==> config.mk <==
export PLATFORM = sky130hd
export DESIGN_NAME = com_loader
export DESIGN_NICKNAME = d
export VERILOG_FILES = /design/src/rtl/com_pkg.sv /design/src/rtl/com_word_packer.sv /design/src/rtl/com_loader.sv
export SDC_FILE = /design/constraint.sdc
export NUM_CORES = 1
export LEC_CHECK = 0
export ABC_CLOCK_PERIOD_IN_PS = 2700
export BUFFER_PORTS_ARGS = -buffer_cell sky130_fd_sc_hd__buf_4
export CAP_MARGIN = 10
export CORE_MARGIN = 2
export CORE_UTILIZATION = 52
export CTS_CLUSTER_DIAMETER = 60
export DETAILED_ROUTE_END_ITERATION = 8
export GPL_TIMING_DRIVEN = 1
export PLACE_DENSITY = 0.77
export RECOVER_POWER = 50
export SETUP_SLACK_MARGIN = 0.3
export SLEW_MARGIN = 40
export SYNTH_ARGS = -nofsm -noshare
export SYNTH_HDL_FRONTEND = slang
export SYNTH_HIERARCHICAL = 1
export SYNTH_SLANG_ARGS = --single-unit
==> constraint.sdc <==
create_clock -name clk -period 2.7 [get_ports clk]
set_clock_uncertainty 0.15 [all_clocks]
set_input_delay 0.27 -clock clk [delete_from_list [all_inputs] [get_ports clk]]
set_output_delay 0.27 -clock clk [all_outputs]
set_load 0.02 [all_outputs]
==> src/rtl/com_pkg.sv <==
// com_pkg: shared status encodings, FSM state type and width constants
// for the com_loader block. The TX_CSUM state exists only when
// COM_LOADER_CHECKSUM_EN is defined.
package com_pkg;

   localparam int BYTE_W = 8;
   localparam int WORD_W = 16;
   // Counters are one bit wider than an address so a full 2^16 count fits.
   localparam int CNT_W  = 17;
   localparam int LAT_W  = 8;

   localparam logic [1:0] STAT_LOAD = 2'd0;
   localparam logic [1:0] STAT_RUN  = 2'd1;
   localparam logic [1:0] STAT_DONE = 2'd2;

   typedef enum logic [3:0] {
      IDLE    = 4'd0,
      LOAD_LO = 4'd1,
      LOAD_HI = 4'd2,
      WRITE   = 4'd3,
      RUN     = 4'd4,
      DRAIN   = 4'd5,
      TX_LO   = 4'd6,
      TX_HI   = 4'd7
`ifdef COM_LOADER_CHECKSUM_EN
      ,
      TX_CSUM = 4'd8
`endif
   } state_e;

   // Base plus offset, wrapping modulo 2^16.
   function automatic logic [WORD_W-1:0] addr_add(input logic [WORD_W-1:0] base,
                                                  input logic [CNT_W-1:0]  off);
      return base + off[WORD_W-1:0];
   endfunction

endpackage

==> src/rtl/com_word_packer.sv <==
// com_word_packer: owns the rx byte handshake and assembles little-endian
// 16-bit words. The loader FSM says when bytes may be taken (en_i) and
// whether the next byte is the high half (sel_hi_i).
module com_word_packer
   import com_pkg::*;
(
   input  logic              clk,
   input  logic              rst,
   input  logic [BYTE_W-1:0] rx_data_i,
   input  logic              rx_valid_i,
   output logic              rx_ready_o,
   input  logic              en_i,
   input  logic              sel_hi_i,
   output logic              lo_fire_o,
   output logic              word_vld_o,
   output logic [WORD_W-1:0] word_o
);

   logic [BYTE_W-1:0] lo_q, lo_d;
   logic [WORD_W-1:0] word_q, word_d;
   logic              fire;

   // Ready is forced low while reset is held so nothing is taken mid-reset.
   assign rx_ready_o = en_i & ~rst;
   assign fire       = rx_valid_i & rx_ready_o;
   assign lo_fire_o  = fire & ~sel_hi_i;
   assign word_vld_o = fire & sel_hi_i;
   assign word_o     = word_q;

   // Capture the low byte, then form {hi, lo} when the high byte arrives.
   always_comb begin
      lo_d   = lo_q;
      word_d = word_q;
      if (lo_fire_o) begin
         lo_d = rx_data_i;
      end
      if (word_vld_o) begin
         word_d = {rx_data_i, lo_q};
      end
   end

   // Byte and word holding registers.
   always_ff @(posedge clk) begin
      if (rst) begin
         lo_q   <= '0;
         word_q <= '0;
      end else begin
         lo_q   <= lo_d;
         word_q <= word_d;
      end
   end

endmodule

==> src/rtl/com_loader.sv <==
// com_loader: host-side loader. Packs rx bytes into words, writes them to
// data memory, releases the cores, waits for end_process, then reads the
// result window back and streams it out as bytes (low byte first).
// Optional feature macro: COM_LOADER_CHECKSUM_EN appends a 16-bit running
// sum of the read-back words as two trailing bytes.
module com_loader
   import com_pkg::*;
#(
   parameter int unsigned       LOAD_WORDS   = 256,
   parameter logic [WORD_W-1:0] LOAD_BASE    = 16'h0000,
   parameter logic [WORD_W-1:0] RESULT_BASE  = 16'h0100,
   parameter int unsigned       RESULT_WORDS = 16,
   parameter int unsigned       READ_LAT     = 1
) (
   input  logic              clk,
   input  logic              rst,
   input  logic [BYTE_W-1:0] rx_data,
   input  logic              rx_valid,
   output logic              rx_ready,
   output logic [BYTE_W-1:0] tx_data,
   output logic              tx_valid,
   input  logic              tx_ready,
   output logic [1:0]        status,
   output logic [WORD_W-1:0] com_addr,
   output logic [WORD_W-1:0] com_data_in,
   output logic              com_wr_en,
   input  logic [WORD_W-1:0] com_data_out,
   input  logic              end_process,
   output logic              busy
);

   localparam logic [CNT_W-1:0] LOAD_WORDS_C   = CNT_W'(LOAD_WORDS);
   localparam logic [CNT_W-1:0] RESULT_WORDS_C = CNT_W'(RESULT_WORDS);
   localparam logic [LAT_W-1:0] READ_LAT_C     = LAT_W'(READ_LAT);

   state_e            state_q, state_d;
   logic [CNT_W-1:0]  word_cnt_q, word_cnt_d, word_cnt_inc;
   logic [CNT_W-1:0]  rd_cnt_q, rd_cnt_d, rd_cnt_inc;
   logic [LAT_W-1:0]  lat_cnt_q, lat_cnt_d;
   logic [WORD_W-1:0] rd_word_q, rd_word_d;
   logic              run_first_q, run_first_d;
`ifdef COM_LOADER_CHECKSUM_EN
   logic [WORD_W-1:0] csum_q, csum_d;
   logic              csum_hi_q, csum_hi_d;
`endif

   logic              pk_en, pk_sel_hi;
   logic              lo_fire, word_vld;
   logic [WORD_W-1:0] packed_word;

   assign word_cnt_inc = word_cnt_q + 1'b1;
   assign rd_cnt_inc   = rd_cnt_q + 1'b1;

   assign pk_en     = (state_q == IDLE) || (state_q == LOAD_LO) || (state_q == LOAD_HI);
   assign pk_sel_hi = (state_q == LOAD_HI);

   com_word_packer u_packer (
      .clk        (clk),
      .rst        (rst),
      .rx_data_i  (rx_data),
      .rx_valid_i (rx_valid),
      .rx_ready_o (rx_ready),
      .en_i       (pk_en),
      .sel_hi_i   (pk_sel_hi),
      .lo_fire_o  (lo_fire),
      .word_vld_o (word_vld),
      .word_o     (packed_word)
   );

   // The write strobe is tied to the single WRITE cycle, so it can never
   // coincide with STAT_RUN and drops the cycle after a reset.
   assign com_wr_en   = (state_q == WRITE);
   assign com_data_in = packed_word;
   assign busy        = (state_q != IDLE);

   // Next-state logic: load sequencing, run wait, read-back and byte output.
   always_comb begin
      state_d     = state_q;
      word_cnt_d  = word_cnt_q;
      rd_cnt_d    = rd_cnt_q;
      lat_cnt_d   = lat_cnt_q;
      rd_word_d   = rd_word_q;
      run_first_d = 1'b0;
`ifdef COM_LOADER_CHECKSUM_EN
      csum_d      = csum_q;
      csum_hi_d   = csum_hi_q;
`endif
      case (state_q)
         IDLE, LOAD_LO: begin
            if (lo_fire) begin
               state_d = LOAD_HI;
            end
         end
         LOAD_HI: begin
            if (word_vld) begin
               state_d = WRITE;
            end
         end
         WRITE: begin
            word_cnt_d = word_cnt_inc;
            if (word_cnt_inc == LOAD_WORDS_C) begin
               state_d     = RUN;
               run_first_d = 1'b1;
            end else begin
               state_d = LOAD_LO;
            end
         end
         RUN: begin
            // A flag still high from a previous run is ignored in the first cycle.
            if (!run_first_q && end_process) begin
               if (RESULT_WORDS_C == '0) begin
                  state_d    = IDLE;
                  word_cnt_d = '0;
                  rd_cnt_d   = '0;
               end else begin
                  state_d   = DRAIN;
                  rd_cnt_d  = '0;
                  lat_cnt_d = '0;
`ifdef COM_LOADER_CHECKSUM_EN
                  csum_d    = '0;
`endif
               end
            end
         end
         DRAIN: begin
            // Address is held for READ_LAT cycles before the data is taken.
            if (lat_cnt_q == READ_LAT_C) begin
               rd_word_d = com_data_out;
`ifdef COM_LOADER_CHECKSUM_EN
               csum_d    = csum_q + com_data_out;
`endif
               state_d   = TX_LO;
            end else begin
               lat_cnt_d = lat_cnt_q + 1'b1;
            end
         end
         TX_LO: begin
            if (tx_ready) begin
               state_d = TX_HI;
            end
         end
         TX_HI: begin
            if (tx_ready) begin
               rd_cnt_d  = rd_cnt_inc;
               lat_cnt_d = '0;
               if (rd_cnt_inc == RESULT_WORDS_C) begin
`ifdef COM_LOADER_CHECKSUM_EN
                  state_d   = TX_CSUM;
                  csum_hi_d = 1'b0;
`else
                  state_d    = IDLE;
                  word_cnt_d = '0;
                  rd_cnt_d   = '0;
`endif
               end else begin
                  state_d = DRAIN;
               end
            end
         end
`ifdef COM_LOADER_CHECKSUM_EN
         TX_CSUM: begin
            if (tx_ready) begin
               if (csum_hi_q) begin
                  state_d    = IDLE;
                  word_cnt_d = '0;
                  rd_cnt_d   = '0;
                  csum_hi_d  = 1'b0;
               end else begin
                  csum_hi_d = 1'b1;
               end
            end
         end
`endif
         default: begin
            state_d = IDLE;
         end
      endcase
   end

   // Output decode: status mode, memory address and the byte on tx.
   always_comb begin
      status   = STAT_LOAD;
      tx_valid = 1'b0;
      tx_data  = '0;
      com_addr = addr_add(LOAD_BASE, word_cnt_q);
      case (state_q)
         RUN: begin
            status = STAT_RUN;
         end
         DRAIN: begin
            status   = STAT_DONE;
            com_addr = addr_add(RESULT_BASE, rd_cnt_q);
         end
         TX_LO: begin
            status   = STAT_DONE;
            com_addr = addr_add(RESULT_BASE, rd_cnt_q);
            tx_valid = 1'b1;
            tx_data  = rd_word_q[7:0];
         end
         TX_HI: begin
            status   = STAT_DONE;
            com_addr = addr_add(RESULT_BASE, rd_cnt_q);
            tx_valid = 1'b1;
            tx_data  = rd_word_q[15:8];
         end
`ifdef COM_LOADER_CHECKSUM_EN
         TX_CSUM: begin
            status   = STAT_DONE;
            com_addr = addr_add(RESULT_BASE, rd_cnt_q);
            tx_valid = 1'b1;
            tx_data  = csum_hi_q ? csum_q[15:8] : csum_q[7:0];
         end
`endif
         default: begin
         end
      endcase
   end

   // State and counter registers; reset aborts any run at the next edge.
   always_ff @(posedge clk) begin
      if (rst) begin
         state_q     <= IDLE;
         word_cnt_q  <= '0;
         rd_cnt_q    <= '0;
         lat_cnt_q   <= '0;
         rd_word_q   <= '0;
         run_first_q <= 1'b0;
`ifdef COM_LOADER_CHECKSUM_EN
         csum_q      <= '0;
         csum_hi_q   <= 1'b0;
`endif
      end else begin
         state_q     <= state_d;
         word_cnt_q  <= word_cnt_d;
         rd_cnt_q    <= rd_cnt_d;
         lat_cnt_q   <= lat_cnt_d;
         rd_word_q   <= rd_word_d;
         run_first_q <= run_first_d;
`ifdef COM_LOADER_CHECKSUM_EN
         csum_q      <= csum_d;
         csum_hi_q   <= csum_hi_d;
`endif
      end
   end

endmodule

==> run metrics, run 1 <==
outcome finished clean; IO Pins 75; critical path's slowest cell or4_1; worst-margin pin slew 0.9228 ns; cell area power density 456.3 mW/mm²; layout cells sized above 1 23.45%; Final Slew Violations 0; Worst setup EP type flop; Post-Syn Area 0.004877 mm²; vias in the first global route 4381; clock root cell clkbuf_8; Critical Path AT 2.61 ns; Final setup viols 0; MaxCap Viol Count 0; CTS Buf Count 9; most frequent cells in the layout 84 x buf_4, 70 x dfxtp_1, 58 x nor2_1; Layout Cells excl Fill 789; Core Box Area 0.009153 mm²; Synthesized Nets 608; unrepaired setup endpoints after global routing true; register bit total from synthesis 86; clock sinks 86; full die area 0.01017 mm²; crit path max fanout 4; # diodes 0; Sum Neg Setup Slack 0 ns; CTS H-tree lvls 3; Routed WL 12.94 mm; P_leak 0.002393 µW; crit share post-route 91.58%; placed insts 748; Vias/cell 5.967; max frequency 404.4 MHz; crit path kind reg -> reg; Post-Synthesis Cells 574; 1st-pass router iterations 6; Tmin final 2.473 ns; FP Rows 35; HP Class in -> reg; 1st-iter DRT viols 218; Synth top area share 35.30%; max_slew headroom 38.48%; clk buf depth 2; global placement routability congestion 0.8745; initial antenna violation count 0; Post-synth EDFFs 0; Power, Total 2786 µW; worst vdd ir 0.2624 mV; largest area contributor in the netlist dfxtp_1; Syn Area/Cell 8.497 µm²; top_reg_cell synth dfxtp_1; Clk pin slew, worst setup/hold paths 0.10 ns; Crit path depth 9; crit-path cells ha_4 -> and3_4 -> nand3_4 -> or3_4 -> xnor2_4 -> nor4_2 -> buf_4 -> or4_1 -> a31oi_1; PortBufs 74; grt ovf 0; Worst Setup Start Kind flop; synth warn 6; CTS tree done; Initial Utilization 53.29%; overall routing resource usage 25.61%; fin nets 707; Hold Path Stages 3; Reg2Reg Depth 9; final hold viol count 0; Worst Path Buf+Inv 1; most common cell after layout, fill and taps aside buf_4; ANT nets after route 0; unique cell type count in the Yosys netlist 69; ranking of synthesized cells by area dfxtp_1 35%, mux2i_1 10%, nand2b_1 4.6%; CP delay by family, top simple AND/OR/NAND/NOR gates; Routed wire per std cell 16.40 µm; Worst-Skew Late Latency 0.36 ns; sequential fraction of the synthesis area 35.30%; DRC Markers 0; Area Growth Syn to Fin 25.22%; Die Y 100.8 µm; largest net degree at the start of global routing 77; asr flop ratio synth 0%; HPWL reported at the end of detailed placement 8.817 mm; Layout fillers 772; Worst EP required 2.84 ns; slowest cell delay on critical path 0.47 ns; first-pass GRT wire length 20.68 mm; die width 100.8 µm; via count 4708
-- where the power goes --
| group | switching, µW | total (µW) | internal (µW) |
|---|---|---|---|
| Combinational | 290 | 499 | 209 |
| Sequential | 25.7 | 1330 | 1300 |
| Clock | 519 | 959 | 440 |
-- flip-flops by register name, summed over array words and instances, names as in the netlist --
register         cells
lat_cnt_q            8
rd_cnt_q            17
rd_word_q           16
run_first_q          1
state_q              3
u_packer/lo_q        8
u_packer/word_o     16
word_cnt_q          17
-- metal layers --
layer | up-vias | global-route usage, % | routed length, µm | part of all wire [%]
li1 | 2276 | - | - | -
met1 | 2263 | 31.96 | 5423 | 42
met2 | 131 | 43.03 | 6493 | 50
met3 | 38 | 3.745 | 581 | 4.5
met4 | 0 | 12.96 | 445 | 3.4
met5 | - | 0 | 0 | 0
-- worst min-delay path: stages --
cell     delay [ns]
buf_4          0.08
mux2i_1        0.05
nor2_1         0.08
-- worst paths after layout --
path                                    startpoint                          endpoint  slack, ns
setup / recovery          rd_cnt_q[1]$_SDFFE_PP0P_          rd_cnt_q[3]$_SDFFE_PP0P_       0.23
hold / removal                     com_data_out[9]         rd_word_q[9]$_SDFFE_PP0P_      0.003
setup reg to reg          rd_cnt_q[1]$_SDFFE_PP0P_          rd_cnt_q[3]$_SDFFE_PP0P_       0.23
hold reg to reg   u_packer/word_o[14]$_SDFFE_PP0P_  u_packer/word_o[14]$_SDFFE_PP0P_       0.33
-- repair_timing --
action                                 in CTS  in global routing
setup endpoints to repair                  31                 39
buffers inserted                            7                  5
pin swaps                                   8                  9
endpoints found under the hold margin      12                  0
cloned                                      1                  0
resized for setup                          32                 19
hold buffers                               12                  0
-- stage by stage --
step | util [%] | setup WS [ns] | instance area (µm²) | hold WS (ns)
floorplan | - | 0.2971 | 4931 | 0.2639
global placement | 61.48 | 0.1086 | 5627 | 0.3089
detailed placement | 61.48 | 0.06308 | 5627 | 0.3156
CTS | 66.68 | 0.2432 | 6103 | 0.003873
global route | 66.73 | 0.1009 | 6107 | 0.02000
finish | 66.73 | 0.2274 | 6107 | 0.003188
-- cell families after synthesis --
logic type | count (synthesis) | synth area share [%]
adders and majority gates | 5 | 1.283
buffers and inverters | 57 | 5.669
and+or+nand+nor | 234 | 26.17
DFF | 86 | 35.30
muxes | 59 | 12.31
xor gates and xnor gates | 18 | 3.541
AOI/OAI and AO/OA | 115 | 15.73
-- cells in the mapped netlist, types with 3 or more instances --
master and number:
ha_1 5, mux2_2 8, a311oi_1 12, o211ai_1 3
nand4_1 12, a41oi_1 4, a21oi_1 28, dfxtp_1 86
buf_2 9, or3_1 8, buf_6 3, nor2_1 59
or4_1 4, nand3_1 18, o21ai_1 3, nand2_1 47
and3_1 11, a211oi_1 6, clkbuf_1 22, mux2i_1 51
inv_1 15, nor4_1 5, nor3_1 10, buf_4 3
xnor2_1 9, o21ai_0 25, a31oi_1 17, nand2b_1 36
xor2_1 7
-- cell type report --
cell class                      count  area (µm²)  share of cell area [%]
Clock inverter                      7       85.08                   1.393
Timing Repair Buffer              129       915.9                   15.00
Sequential cell                    86        1772                   29.01
Inverter                           16       63.81                   1.045
Tap cell                          111       138.9                   2.274
Clock buffer                        9       123.9                   2.028
Multi-Input combinational cell    431        3008                   49.25
Note: power is estimated with default switching activity, not from simulation.
==> run 2, diff against run 1 <==
Settings changed: BUFFER_PORTS_ARGS -buffer_cell sky130_fd_sc_hd__buf_4 to unset, CORE_UTILIZATION 52 to 58, DONT_BUFFER_PORTS set to 1, PLACE_DENSITY 0.77 to 0.76, SKIP_LAST_GASP set to 1.
==> run 2 against run 1 <==
Net effect:
- the run now ends with negative hold slack left
- first-iteration DRC count up 50%
- sequential power about the same
- worst setup slack worse by 0.039 ns
- largest power group unchanged
- critical path depth stayed put
==> run metrics, run 2 (same netlist as run 1, synthesis figures left out) <==
CTS H-tree lvls 3; FP Rows 33; unrepaired setup endpoints after global routing true; final worst slack 0.1884 ns; max frequency 398.1 MHz; Core Box Area 0.008175 mm²; most frequent cells in the layout 74 x dfxtp_1, 58 x nor2_1, 53 x buf_4; full die area 0.009158 mm²; HPWL reported at the end of detailed placement 8.164 mm; global placement routability congestion 0.9333; largest registers rd_cnt_q (17), word_cnt_q (17); failing checks negative hold slack; DRC Markers 0; crit path max fanout 17; clock root cell clkbuf_8; Layout fillers 590; worst vdd ir 0.2904 mV; clk buf depth 2; initial antenna violation count 0; Routed WL 13.45 mm; P_leak 0.002288 µW; ANT nets after route 0; CTS tree done; pre-CTS setup slack 0.03541 ns; Worst setup EP type flop; IO Pins 75; Worst Setup Start Kind flop; crit path kind reg -> reg; worst-margin pin slew 0.9729 ns; Vias/cell 6.160; Initial Utilization 59.66%; layout cells sized above 1 21.68%; PortBufs 0; HP Class in -> reg; Worst-Skew Late Latency 0.37 ns; largest net degree at the start of global routing 73; crit share post-route 93.02%; CTS Buf Count 9; Final setup viols 0; Tmin final 2.512 ns; Worst Hold Slack -0.002288 ns; 1st-pass router iterations 6; Routed wire per std cell 18.03 µm; # diodes 0; clock sinks 86; via count 4595; MaxCap Viol Count 0; overall routing resource usage 28.79%; grt ovf 0; outcome finished, violations left; vias in the first global route 4202; final hold viol count 1; Sum Neg Setup Slack 0 ns; Worst EP required 2.85 ns; max_slew headroom 35.14%; Final Slew Violations 0; first-pass GRT wire length 20.53 mm; Die Y 95.70 µm; 1st-iter DRT viols 328; most common cell after layout, fill and taps aside dfxtp_1; Critical Path AT 2.66 ns; fin nets 671; die width 95.70 µm; cell area power density 451.3 mW/mm²; Area Growth Syn to Fin 22.86%; Clk pin slew, worst setup/hold paths 0.09 ns
-- run 2: through the flow --
step / hold slack, ns / cells / power (µW) / util, % / cell area (µm²)
2_1_floorplan: 0.2639 / 574 / 1721 / - / 4931
3_3_place_gp: 0.1956 / 686 / 1742 / 63.59 / 5199
3_5_place_dp: 0.2009 / 686 / 1752 / 63.59 / 5199
4_1_cts: 0.01067 / 736 / 2698 / 71.49 / 5844
5_1_grt: 0.01928 / 746 / 2805 / 73.29 / 5992
6_report: -0.002288 / 746 / 2704 / 73.29 / 5992
-- run 2: final timing paths --
check,start,endpoint,slack [ns],cells after the start
setup reg to reg,rd_cnt_q[3]$_SDFFE_PP0P_,word_cnt_q[1]$_SDFFE_PP0P_,0.19,9
hold reg to reg,u_packer/lo_q[0]$_SDFFE_PP0P_,u_packer/word_o[0]$_SDFFE_PP0P_,0.34,2
hold / removal,rst,rd_cnt_q[12]$_SDFFE_PP0P_,-0.002,3
setup / recovery,rd_cnt_q[3]$_SDFFE_PP0P_,word_cnt_q[1]$_SDFFE_PP0P_,0.19,9
-- run 2: routing by layer --
metal | track usage, % | up-vias | routed length, µm
li1 | - | 2208 | -
met1 | 36.41 | 2146 | 5510
met2 | 47.14 | 194 | 6623
met3 | 6.969 | 47 | 904
met4 | 11.79 | 0 | 416
met5 | 0 | - | 0
-- run 2: area by class of cell --
type	instances	area (µm²)	area share, %
multi-input cells	431	3077	51.35
flip-flops and latches	86	1757	29.32
repair buffers	93	772.0	12.88
well taps	105	131.4	2.193
clock buffers	9	123.9	2.067
clock inverters	6	71.32	1.190
inverters	16	60.06	1.002
-- run 2: what timing repair did --
action	CTS	global route
hold buffers	25	0
endpoints found under the hold margin	65	0
pin swaps	14	23
resized for setup	27	30
buffers inserted	10	9
endpoints found under the setup margin	30	38
cloned	0	1
-- run 2: power breakdown --
group	internal (µW)	switching, µW
clock network	429	495
registers	1310	54.0
logic	168	252
-- run 2: critical path, stage by stage, from the launching register on --
cell and delay (ns):
dfxtp_4 0.38, buf_4 0.16, nand3b_1 0.15, a2111o_1 0.51, nor3_4 0.21, buf_4 0.16, nand4_1 0.17, a21oi_4 0.22
buf_12 0.16, mux2i_1 0.18
